[config.mk]
export PLATFORM = sky130hd
export DESIGN_NAME = prefix_rr_arbiter
export DESIGN_NICKNAME = d
export VERILOG_FILES = /design/src/rtl/prefix_rr_arbiter.sv
export SDC_FILE = /design/constraint.sdc
export NUM_CORES = 1
export LEC_CHECK = 0
export CAP_MARGIN = 20
export CORE_MARGIN = 10
export CORE_UTILIZATION = 44
export CTS_BUF_LIST = sky130_fd_sc_hd__clkbuf_4
export DETAILED_ROUTE_END_ITERATION = 8
export PLACE_DENSITY = 0.95
export SYNTH_ARGS = -nofsm -noshare
export SYNTH_HDL_FRONTEND = slang
export SYNTH_SLANG_ARGS = --single-unit
export TNS_END_PERCENT = 50
[constraint.sdc]
create_clock -name clock -period 4.8 [get_ports clock]
set_input_delay 0.96 -clock clock [delete_from_list [all_inputs] [get_ports clock]]
set_output_delay 0.96 -clock clock [all_outputs]
set_load 0.05 [all_outputs]
[src/rtl/prefix_rr_arbiter.sv]
`default_nettype none
// +----------------------------------------------------------------------------
// | prefix_rr_arbiter: round-robin arbiter onto one registered valid/ready
// | channel; tags each beat with its source and counts output handshakes.
// | Revision: 1.0
// +----------------------------------------------------------------------------
module prefix_rr_arbiter #(
  parameter  int NUM_REQ = 4,
  parameter  int DATA_W  = 8,
  localparam int SRC_W   = (NUM_REQ > 1) ? $clog2(NUM_REQ) : 1
) (
  input  logic                      clock,
  input  logic                      reset,
  input  logic [NUM_REQ-1:0]        in_valid,
  output logic [NUM_REQ-1:0]        in_ready,
  input  logic [NUM_REQ*DATA_W-1:0] in_bits_data_0,
  input  logic [NUM_REQ*DATA_W-1:0] in_bits_data_1,
  input  logic [NUM_REQ*DATA_W-1:0] in_bits_data_2,
  output logic                      out_valid,
  input  logic                      out_ready,
  output logic [DATA_W-1:0]         out_bits_data_0,
  output logic [DATA_W-1:0]         out_bits_data_1,
  output logic [DATA_W-1:0]         out_bits_data_2,
  output logic [SRC_W-1:0]          out_src,
  output logic [31:0]               xfer_count
);

  logic [SRC_W-1:0] ptr;
  logic [SRC_W-1:0] grant;
  logic [SRC_W:0]   idx;
  logic             any_valid;
  logic             slot_free;
  logic             accept;
  logic [31:0]      count;

  assign any_valid  = |in_valid;
  assign slot_free  = !out_valid || out_ready;
  assign accept     = slot_free && any_valid && !reset;
  assign xfer_count = count;

  // Scan from the farthest offset back to ptr so the nearest valid requester wins.
  always_comb begin
    grant = '0;
    idx   = '0;
    for (int k = NUM_REQ - 1; k >= 0; k--) begin
      idx = {1'b0, ptr} + (SRC_W + 1)'(k);
      if (idx >= (SRC_W + 1)'(NUM_REQ)) begin
        idx = idx - (SRC_W + 1)'(NUM_REQ);
      end
      if (in_valid[idx[SRC_W-1:0]]) begin
        grant = idx[SRC_W-1:0];
      end
    end
  end

  always_comb begin
    in_ready = '0;
    if (accept) begin
      in_ready[grant] = 1'b1;
    end
  end

  always_ff @(posedge clock) begin
    if (reset) begin
      out_valid       <= 1'b0;
      out_bits_data_0 <= '0;
      out_bits_data_1 <= '0;
      out_bits_data_2 <= '0;
      out_src         <= '0;
      ptr             <= '0;
      count           <= '0;
    end else begin
      if (out_valid && out_ready) begin
        count <= count + 32'd1;
      end
      if (accept) begin
        out_valid       <= 1'b1;
        out_bits_data_0 <= in_bits_data_0[int'(grant)*DATA_W +: DATA_W];
        out_bits_data_1 <= in_bits_data_1[int'(grant)*DATA_W +: DATA_W];
        out_bits_data_2 <= in_bits_data_2[int'(grant)*DATA_W +: DATA_W];
        out_src         <= grant;
        ptr             <= (grant == SRC_W'(NUM_REQ - 1)) ? '0 : grant + SRC_W'(1);
      end else if (out_ready) begin
        out_valid <= 1'b0;
      end
    end
  end

endmodule
`default_nettype wire
Word level (Yosys, flattened, before mapping)
Index checks and enable logic that the tools add are counted.

word-level totals
  logic and storage cells = 61
  register bits after elaboration = 61
  output and inout bits = 63
  bits of input ports = 103

operators by class
  shifts and indexed selects = 3
  muxes and demuxes = 22
  add/sub/neg operators = 9
  reduce and logical (&&, ||, !) cells = 9
  $lt $le $gt $ge = 10
  equal/unequal tests = 1

operators with widths
  cell                                                 count
  indexed part select 32 x 6 -> 8 bit                  3
  adder 32 x 1 -> 32 bit, second input constant        1
  2-to-1 mux 2 bit                                     9
  < comparator 2 x 3 -> 1 bit, second input constant   5
  >= comparator 3 bit, second input constant           3
  binary-select mux 1 bit (select 2 bit)               4
  subtractor 2 x 1 -> 2 bit, second input constant     4
  2-to-1 mux 1 bit                                     7
  adder 2 x 2 -> 3 bit, second input constant          2
  logical AND 1 bit                                    4
  2-to-1 mux 4 bit                                     1
  OR reduction 4 bit                                   1
  adder 2 x 1 -> 3 bit, second input constant          1
  >= comparator 2 x 3 -> 1 bit, second input constant  1
  adder 2 x 1 -> 2 bit, second input constant          1
  demux 1 bit (select 2 bit)                           1
  == test 2 bit, second input constant                 1
  >= comparator 2 x 1 -> 1 bit, second input constant  1
  logical NOT 1 bit                                    2
  nonzero test 2 bit                                   1
  logical OR 1 bit                                     1

Logic depth before layout (Yosys ltp)
  depth after elaboration = 14
  depth in mapped cells = 8
  mapped depth without buffers = 6

Least setup slack after synthesis
OpenSTA, ideal clock, no wires.

  kind = input port to output port
  start point = input port in_valid[0]
  end point = output port in_ready[1]
  stages = 7
  slack = 1.196 ns
  path buffers = 2
  arrival time = 2.644 ns
  data required time = 3.840 ns
  cells stage by stage = nor2b_1 > nor2_1 > o22a_1 > nand2b_1 > clkbuf_1 > clkbuf_1 > a21oi_1

between the ends
  word-level cells in the longest chain between the ends = 11
  elaborated cells on any way between the ends = 21
  classes of those cells = 2 x order compare; 15 x mux; 4 x reduce/logical

RTL lines
  item                                                                                               line  RTL
  from (decl)                                                                                        14    input logic [NUM_REQ-1:0] in_valid,
  binary-select mux 1 bit (select 2 bit)                                                             50    if (in_valid[idx[SRC_W-1:0]]) begin
  2-to-1 mux 1 bit (implied by the code)                                                             50
  2-to-1 mux 2 bit (4 in a row)                                                                      50
  < comparator 2 x 3 -> 1 bit (implied by the code) or >= comparator 2 x 1 -> 1 bit (tied branches)  59    in_ready[grant] = 1'b1;
  logical AND 1 bit (implied by the code)                                                            59
  2-to-1 mux 1 bit (implied by the code)                                                             59
  demux 1 bit (select 2 bit)                                                                         59
  2-to-1 mux 4 bit (*)                                                                               58    if (accept) begin
  to (decl)                                                                                          15    output logic [NUM_REQ-1:0] in_ready,

Every way passes the cells marked *; elsewhere a longest branch is shown, timed or not. The select of a mux whose other input is x is not followed.

Worst setup path after layout
  start point = input port in_valid[0]
  end point = output port in_ready[0]

Same word-level chain as after synthesis.

==> summary.md <==
The fraction of synthesis flops using an asynchronous set or reset pin is 0%. Most common flop cell mapped by yosys: sky130_fd_sc_hd__dfxtp_1. The worst setup path is launched from an input pin.

The tools report the buffer type at the clock tree root as sky130_fd_sc_hd__clkbuf_4. Setup violations remaining at the end of the flow were counted as 0. The family of cells with the greatest summed delay on the critical path was simple AND/OR/NAND/NOR gates.

Using the TritonRoute via totals, the vias-per-cell ratio works out to 5.32. The tools report the number of standard cells after synthesis as 355. The final hold slack was 472 ps. The number of maximum-capacitance violations was 0. Measured against its own limit, the worst slew margin works out to 56.3%. The run gives 0 as the total setup buffers inserted after CTS. Summed over all nets, the half-perimeter wirelength after detailed placement is 9.78 mm. The total buffers and inverters traversed by the critical path was 3. No sink is reached through more buffers than the 2 on the longest clock path. The number of nets in the synthesized netlist is 460. 166 I/O pins were placed.

Setup repair after global routing left no endpoint under its margin. After floorplanning, the core was sized to cover 6790 um^2. For this run, design rule violations remaining after detail routing come to 0.

For this run, the detailed router's first-pass iteration total came to 4. The number of gates given a new drive strength after cts was 0. The synthesized netlist occupies a cell area of 3080 um^2. TritonCTS built the clock tree. Dividing total power by cell area gives a power density of 309 nW/um^2. The post-route clock skew was 11.0 ps; the arrival time reported for the critical path endpoint was 2920 ps.

The filler cell count was 487; the detailed router's first-iteration violation count was 198. The maximum VDD drop was 0.251 mV. The initial utilization of the core area, before any placement, comes to 45.4%. The synthesized design contains 0 enable-type register cells. Counting every sink on the clock net gives 61.

In this run the biggest area consumer among cell types represents 39.6% of the synthesized area. In this run the vertical extent of the chip is 104 um. The run gives 3370 as the via count of the first global-routing pass.

The number of H-tree levels is 3, and the final total negative setup slack is 0 ps. The post-synthesis to final-layout area growth came out at 63.3%. The run gives 0 as the remaining global-route overflow. The library cell used most frequently in the layout, excluding fill and tap cells, is sky130_fd_sc_hd__clkdlybuf4s50_1.

The placed instances occupy a cell area of 4850 um^2. Transition time at the pin with the least slew margin: 651 ps. After synthesis, the netlist uses 32 different library cells.

The number of synthesized register bits works out to 61. Capturing element type of the critical path: an output port. The number of hold violations in the final report came out at 0. The critical path is of the input pin to output port type. Path class of the lowest-slack min-delay path: register to register. The flow ran to the end, and the final reports show no timing, DRC or antenna violations. The CTS clock-pin slew for the worst setup and hold paths is 100 ps. Average wire length per cell after detail routing: 19.5 um. The Yosys step of the flow raised 0 warnings. The CTS buffer count is 9. Walking the worst path, the cells encountered are clkdlybuf4s50_1 > nor2b_1 > or4_1 > nand2_2 > buf_4 > nor2_1 > buf_12. The die is 104 um wide. During placement, the flow inserted port buffers numbering 165. STA puts the critical path data required time at 3840 ps. Cell type contributing the most total cell area after synthesis: sky130_fd_sc_hd__dfxtp_1.

After synthesis, the cell types taking the most area are sky130_fd_sc_hd__dfxtp_1 (40%), sky130_fd_sc_hd__mux2i_1 (16%), sky130_fd_sc_hd__o221ai_1 (7.1%). The final net count was 623; the fraction of layout instances using a drive strength above 1 was 5.93%. The initial antenna violation count is 0, and the number of buffers inserted for hold repair after clock tree synthesis is 0. The largest single stage delay on the critical path is 580 ps. The number of nets with antenna violations after detailed routing was 0; the total routing resource utilization after global routing was 21.2%. The cell type of the slowest stage on the worst timing path was sky130_fd_sc_hd__or4_1. The highest achievable clock rate came out at 258 MHz.

The detailed router placed 3291 vias in this run. The pin count of the biggest net entering global routing was 41. The floorplan has 30 rows. After detailed routing, the total wire length is 12.1 mm. The full die area was 10800 um^2; the highest fanout seen on the critical path was 16.

The average size of a mapped cell was 8.68 um^2; the sequential cell area fraction in the yosys report was 39.6%. For the count of pins over their slew limit, the log shows 0. At the end of routability-driven placement, the weighted congestion stood at 0.867.

Summing all non-filler instances in the final layout gives an area of 5030 um^2. The number of antenna cells inserted was 0. Leaving out fill and tap cells, the most frequent cells in the layout are sky130_fd_sc_hd__clkdlybuf4s50_1 (161), sky130_fd_sc_hd__dfxtp_1 (61), sky130_fd_sc_hd__mux2i_1 (48). The minimum period implied by the final worst setup slack is 3880 ps.

Dividing the final minimum period by the clock period gives 80.8%. For the static leakage, the log shows 1.82 nW. The insertion delay to the later sink of the worst-skew pair was 410 ps; the wire length of the first global-routing pass was 18.5 mm.
worst reg2reg max path: stages (launching register included):
cell,delay [ps]
sky130_fd_sc_hd__dfxtp_1,470
sky130_fd_sc_hd__nand4_1,180
sky130_fd_sc_hd__or4_1,560
sky130_fd_sc_hd__or4_1,610
sky130_fd_sc_hd__or3_1,380
sky130_fd_sc_hd__a21oi_1,140
metrics by stage:
stage                     setup WS [ps]  util, %  cells  total power, mW
after global routing                841     74.1    619             1.61
after CTS                           927     74.1    619             1.57
after detailed placement            936     71.4    603             1.11
final                               921     74.1    619             1.56
after floorplan                    1200        -    355            0.887
after global placement             1000     71.4    603             1.10
routing by layer:
| layer | vias up | part of all wire, % | global-route usage, % |
|---|---|---|---|
| li1 | 1607 | - | - |
| met5 | - | 0 | 0 |
| met1 | 1551 | 36 | 20.6 |
| met3 | 24 | 5.4 | 4.71 |
| met4 | 0 | 2.7 | 9.24 |
| met2 | 109 | 56 | 41.5 |
sequential cells by signal, summed over array words and instances, names as in the netlist:
name             flops
ptr                  2
xfer_count          32
out_src              2
out_bits_data_0      8
out_bits_data_1      8
out_bits_data_2      8
out_valid            1
final timing paths:
check	startpoint	end	slack [ps]	depth (start not counted)
min	out_bits_data_0[7]	out_bits_data_0[7]	470	2
max	in_valid[0]	in_ready[0]	920	7
min reg2reg	out_bits_data_0[7]	out_bits_data_0[7]	470	2
max reg2reg	xfer_count[15]	xfer_count[31]	2390	5
cell usage after synthesis (2+ instances only):
library cell and count:
sky130_fd_sc_hd__a21o_1 2, sky130_fd_sc_hd__a21oi_1 17, sky130_fd_sc_hd__and3_1 2, sky130_fd_sc_hd__and4_1 2
sky130_fd_sc_hd__buf_1 2, sky130_fd_sc_hd__buf_2 6, sky130_fd_sc_hd__clkbuf_1 11, sky130_fd_sc_hd__dfxtp_1 61
sky130_fd_sc_hd__ha_1 2, sky130_fd_sc_hd__inv_1 9, sky130_fd_sc_hd__mux2i_1 48, sky130_fd_sc_hd__nand2_1 46
sky130_fd_sc_hd__nand2b_1 2, sky130_fd_sc_hd__nand3_1 12, sky130_fd_sc_hd__nand4_1 8, sky130_fd_sc_hd__nor2_1 31
sky130_fd_sc_hd__nor2b_1 3, sky130_fd_sc_hd__nor3_1 10, sky130_fd_sc_hd__nor4_1 4, sky130_fd_sc_hd__o21ai_0 9
sky130_fd_sc_hd__o221ai_1 25, sky130_fd_sc_hd__or3_1 8, sky130_fd_sc_hd__or3_2 2, sky130_fd_sc_hd__or4_1 5
sky130_fd_sc_hd__xnor2_1 12, sky130_fd_sc_hd__xor2_1 10
logic make-up after synthesis:
logic type | count (synthesis) | share of synthesized area, %
flops | 61 | 39.6
mux | 48 | 15.6
xor+xnor | 22 | 6.25
simple gates | 139 | 21.8
fa+ha+maj | 2 | 0.812
compound gates | 54 | 12.1
buf+inv | 29 | 3.82
power breakdown:
group	total, mW	internal [mW]	switching [mW]
sequential	0.572	0.547	0.0257
combinational	0.529	0.232	0.297
clock	0.455	0.261	0.194
total	1.56	1.04	0.517
area by class of cell:
class	count	area [um^2]	share of cell area (%)
Clock buffer	9	67.6	1.34
Clock inverter	7	114	2.26
Inverter	9	33.8	0.671
Multi-Input combinational cell	265	1750	34.7
Sequential cell	61	1220	24.3
Tap cell	96	120	2.39
Timing Repair Buffer	172	1730	34.4
No activity file was read; power rests on OpenSTA's default activity.
==> RTL change 1: new RTL, config.mk and constraints unchanged <==
Register the output `xfer_count` once more, without a reset; this adds one clock of latency there. The other outputs are not delayed to match.
--- a/src/rtl/prefix_rr_arbiter.sv
+++ b/src/rtl/prefix_rr_arbiter.sv
@@ -38,3 +38,5 @@
   assign accept     = slot_free && any_valid && !reset;
-  assign xfer_count = count;
+  always_ff @(posedge clock) begin
+    xfer_count <= count;
+  end
 
Check against the original RTL: not equivalent (Yosys sat finds a counterexample within 4 cycles, from zero or initial values and one cycle with reset high).
==> RTL change 1 against the unedited design <==
Area after synthesis rose by 22%; worst setup slack worse by 0.063 ns; routed wire length grew 5.6%; via count is 4.9% higher; critical endpoint is now in_ready[2]; sequential cell count up 32; combinational power decreased by 1%; power increased by 14%; register-to-register slack worse by 0.08 ns; largest power group unchanged; cell area rose by 12%; count of clock-buffer cells in the layout unchanged; non-clock buffer count shrank 2; first-iteration DRC count fell by 17%; critical path type unchanged.
==> RTL change 1: results (changes against the unedited design) <==
Cells and area
  – N_diodes: 0 (unchanged)
  – Ratio of cells with drive above 1 in the final layout: 5.74% (-0.19 points)
  – Top flop regs: count x32, xfer_count x32
  – Post-route non-filler standard cell count: 645 (+4.2%)
  – Final nets: 640 (+2.7%)

Clock network
  – Worst-Skew Late Latency: 0.43 ns (+0.02 ns)
  – Clock Path Buffers: 2 (unchanged)
  – Root Driver: clkbuf_4
  – CTS Buf Count: 9 (unchanged)
  – Cts repair resizes: 0 (unchanged)
  – CTS HTree Levels: 3 (unchanged)
  – Worst-path clk slew: 0.16 ns (+0.06 ns)
  – Setup Buffers After CTS: 0 (unchanged)

Global route
  – Total global-route track usage: 18.9% (-2.3 points)
  – Initial antenna violation count: 0 (unchanged)
  – First-pass GRT wire length: 19500 um (+5.4%)
  – Largest net degree at the start of global routing: 49 (+20%)

Logic synthesis
  – Main area contributors after synthesis: dfxtp_1 (49%), mux2i_1 (13%), o221ai_1 (5.8%), nand2_1 (3.9%), nor2_1 (3.8%)
  – Synthesized Nets: 480 (+4.3%)
  – Register area share after synthesis: 49.4% (+9.8 points)
  – Commonest cells in the netlist: dfxtp_1 (93), mux2i_1 (48), nand2_1 (39), nor2_1 (38), o221ai_1 (25)
  – Asr flop ratio synth: 0% (unchanged)
  – Post-Syn Instances: 375 (+5.6%)
  – Syn. warnings: 0 (unchanged)
  – Count of cell types in the netlist: 35 (+9.4%)

Worst setup path
  – Max FO, Critical Path: 25 (+9)
  – Signal arrival time at the worst endpoint: 2.98 ns (+0.06 ns)

Power and ir drop
  – Pint: 1.17 mW (+13%)
  – VDD IR max: 0.000204 V (-18%)
  – Leakage: 2.12 nW (+17%)

Drt
  – Initial drt markers: 164 (-17%)
  – First-pass iteration count of the detailed router: 4 (unchanged)
  – Wire per inst: 19.8 um (+1.4%)
  – Vias: 3453 (+4.9%)

Place
  – Post-DP Area: 5490 um2 (+13%)
  – DPL Wire Length: 9950 um (+1.7%)
  – Port bufs: 165 (unchanged)
  – Cell total after placement: 629 (+4.3%)
  – GPL Wtd Cong: 0.893 (+3.0%)

Status
  – Status: finished, final reports clean

STA
  – Slew HR: 32.5% (-24 points)
  – Post-Route Skew: 0.0159 ns (+0.00495 ns)

Hold path
  – Tightest Hold Check Type: flip-flop to flip-flop
-- RTL change 1: cell types whose count changed after synthesis, sizes merged, moves of 3 or more --
cell,unedited run,this run
or4,5,2
clkbuf,12,8
inv,9,6
nor2,31,38
nor3,10,7
or3,11,4
xor2,10,14
buf,8,13
a21oi,17,13
dfxtp,61,93
nand2,46,40
o21ai,9,4
-- RTL change 1: worst paths after layout --
path	endpoint	slack (ns)	start	cells past startpoint
setup / recovery	in_ready[2]	0.86	in_valid[1]	8
setup reg to reg	out_bits_data_2[0]$_SDFFE_PP0P_	2.31	ptr[0]$_SDFFE_PP0P_	6
hold / removal	xfer_count[22]$_DFF_P_	0.37	count[22]$_SDFFE_PP0P_	0
hold reg to reg	xfer_count[22]$_DFF_P_	0.37	count[22]$_SDFFE_PP0P_	0
-- RTL change 1: logic make-up (layout without fill, tap and decap cells) --
logic type / after synthesis / in the layout / synth area share (%)
mux: 48 / 48 / 12.7
flops: 93 / 93 / 49.4
xor+xnor: 27 / 27 / 6.27
fa+ha+maj: 2 / 2 / 0.664
compound gates: 45 / 45 / 8.70
buf+inv: 27 / 192 / 4.18
simple gates: 133 / 133 / 18.0
-- RTL change 1: power groups by stage --
stage / Clock (mW) / Sequential [mW] / Combinational [mW]
detailed placement: 0 / 0.855 / 0.525
finish: 0.419 / 0.839 / 0.523
global route: 0.456 / 0.843 / 0.549
CTS: 0.428 / 0.838 / 0.526
floorplan: 0 / 0.981 / 0.194
global placement: 0 / 0.853 / 0.513
-- RTL change 1: through the flow --
step	power, mW	hold WS [ns]	setup WS, ns
floorplan	1.18	0.331	1.26
global placement	1.37	0.346	1.02
detailed placement	1.38	0.341	0.883
CTS	1.79	0.366	0.873
global route	1.85	0.371	0.754
finish	1.78	0.367	0.858
-- RTL change 1: layer usage --
layer,routed length [um],global-route usage (%),vias to the layer above,part of all wire [%]
li1,-,-,1648,-
met5,0,0,-,0
met3,911,5.27,16,7.1
met2,6380,33.5,152,50
met1,5240,21.6,1637,41
met4,205,5.67,0,1.6
-- RTL change 1: final cells by class --
type	instances	area (um2)
clock buffer	9	67.6
sequential	93	1860
tap	105	131
inverter	6	22.5
clock inverter	7	76.3
timing repair buffer	170	1730
fill	626	2620
multi-input combinational	255	1750
-- RTL change 1: critical path, stage by stage --
cell and delay (ns):
clkdlybuf4s50_1 0.51, nor4_1 0.51, a21o_1 0.23, nor2_1 0.09, nand2_1 0.10, buf_4 0.27
nor2_1 0.13, buf_12 0.17
==> RTL change 2: new RTL, same settings <==
Without the edit above. Change the parameter `NUM_REQ` from 4 to 2.
--- a/src/rtl/prefix_rr_arbiter.sv
+++ b/src/rtl/prefix_rr_arbiter.sv
@@ -7,3 +7,3 @@
 module prefix_rr_arbiter #(
-  parameter  int NUM_REQ = 4,
+  parameter  int NUM_REQ = 2,
   parameter  int DATA_W  = 8,
Ports: changed (6 resized); port bits go from 166 to 113. The function was not compared with the original's and may differ.
==> RTL change 2 against the unedited design <==
Largest cell class unchanged; routed wire length down 32%; cell area shrank 25%; critical endpoint unchanged; critical path depth fell by 3; sequential cell count down 2; first-iteration DRC count rose by 14%; synthesized cell count fell by 22%; worst setup slack improved by 0.074 ns; area after synthesis decreased by 18%.
Power is not compared: it rests on default switching activity, and its combinational part moved more than twofold at a synthesized area within 25%.
==> RTL change 2: results (changes against the unedited design) <==
Status
  – Status: finished, final reports clean

Place
  – Pre-CTS setup slack: 0.989 ns (+0.0529 ns)
  – Post-DP Area: 3680 um2 (-24%)
  – GPL Wtd Cong: 0.812 (-6.4%)
  – Port bufs: 112 (-32%)
  – DPL Wire Length: 6160 um (-37%)
  – Cell total after placement: 445 (-26%)

Logic synthesis
  – Count of cell types in the netlist: 34 (+6.3%)
  – Asr flop ratio synth: 0% (unchanged)
  – Register area share after synthesis: 46.9% (+7.3 points)
  – Commonest cells in the netlist: dfxtp_1 (59), nor2_1 (39), a222oi_1 (24), a21oi_1 (20), clkbuf_1 (18)
  – Synth Cell Area: 2520 um2 (-18%)
  – Post-Syn Instances: 278 (-22%)
  – Main area contributors after synthesis: dfxtp_1 (47%), a222oi_1 (9.5%), nor2_1 (5.8%), a21oi_1 (4.0%), or3_1 (3.0%)
  – Synthesized Nets: 332 (-28%)

Drt
  – DR vias/cell: 5.83 (+9.6%)
  – Vias: 2680 (-19%)
  – Initial drt markers: 225 (+14%)
  – Wire per inst: 17.8 um (-8.4%)
  – First-pass iteration count of the detailed router: 7 (+3)

Worst setup path
  – R2R depth: 4 (-1)
  – Slowest CP cell: clkdlybuf4s50_1
  – Max FO, Critical Path: 4 (-12)
  – Worst r2r src: xfer_count[2]$_SDFFE_PP0P_
  – Worst path max stage delay: 0.88 ns (+0.30 ns)
  – Delay-heaviest family, CP: buffers and inverters
  – R2R setup slack: 2.41 ns (+0.02 ns)
  – Signal arrival time at the worst endpoint: 2.85 ns (-0.07 ns)

STA
  – Final period util: 79.3% (-1.5 points)
  – Slew HR: 39.5% (-17 points)
  – Hold WS: 0.491 ns (+0.0187 ns)
  – Post-Route Skew: 0.00824 ns (-0.00271 ns)

Cells and area
  – Sequential share of cell area: 31.2% (+7.0 points)
  – Layout clock area frac: 2.55% (-1.1 points)
  – Clkbuf count: 10 (+1)
  – Ratio of cells with drive above 1 in the final layout: 6.70% (+0.77 points)
  – Count of plain and timing-repair buffers: 115 (-33%)
  – Filler Cell Count: 451 (-7.4%)
  – Final nets: 438 (-30%)
  – Area added between synthesis and finish: 50.2%
  – Multi-input combinational area share: 32.8% (-1.8 points)
  – Multi-input gates: 190 (-28%)
  – Signal buf overhead: 30.1% (-4.3 points)

Hold path
  – Hold Path Cell Cnt: 1 (-1)
  – Hold Crit Start: out_src$_SDFFE_PP0P_
  – Worst Hold Path EP: out_src$_SDFFE_PP0P_

Power and ir drop
  – Clk power: approximately 270 uW
  – Total chip power: ~970 uW

Global route
  – First-pass GRT wire length: 12600 um (-32%)

Clock network
  – CTS Buf Count: 9 (unchanged)
==> RTL change 2: cell families (layout without fill, tap and decap cells) <==
family,after synthesis,in the layout,share of synthesized area (%)
buffers and inverters,29,139,4.62
AOI/OAI and AO/OA,66,66,19.7
muxes,2,2,1.04
xor gates and xnor gates,10,10,3.48
adders and majority gates,1,1,0.497
and+or+nand+nor,111,111,23.7
DFF,59,59,46.9
==> RTL change 2: layer usage <==
| metal | vias up | part of all wire (%) | GRT usage, % |
|---|---|---|---|
| li1 | 1275 | - | - |
| met1 | 1265 | 37 | 17.9 |
| met2 | 127 | 49 | 28.7 |
| met3 | 13 | 12 | 9.74 |
| met4 | 0 | 1.5 | 8.11 |
| met5 | - | 0 | 0 |
==> RTL change 2: worst register-to-register path: stages (launching register included) <==
cell	delay (ns)
dfxtp_1	0.42
nand3_1	0.31
or4_4	0.75
or4_4	0.52
mux2_4	0.30
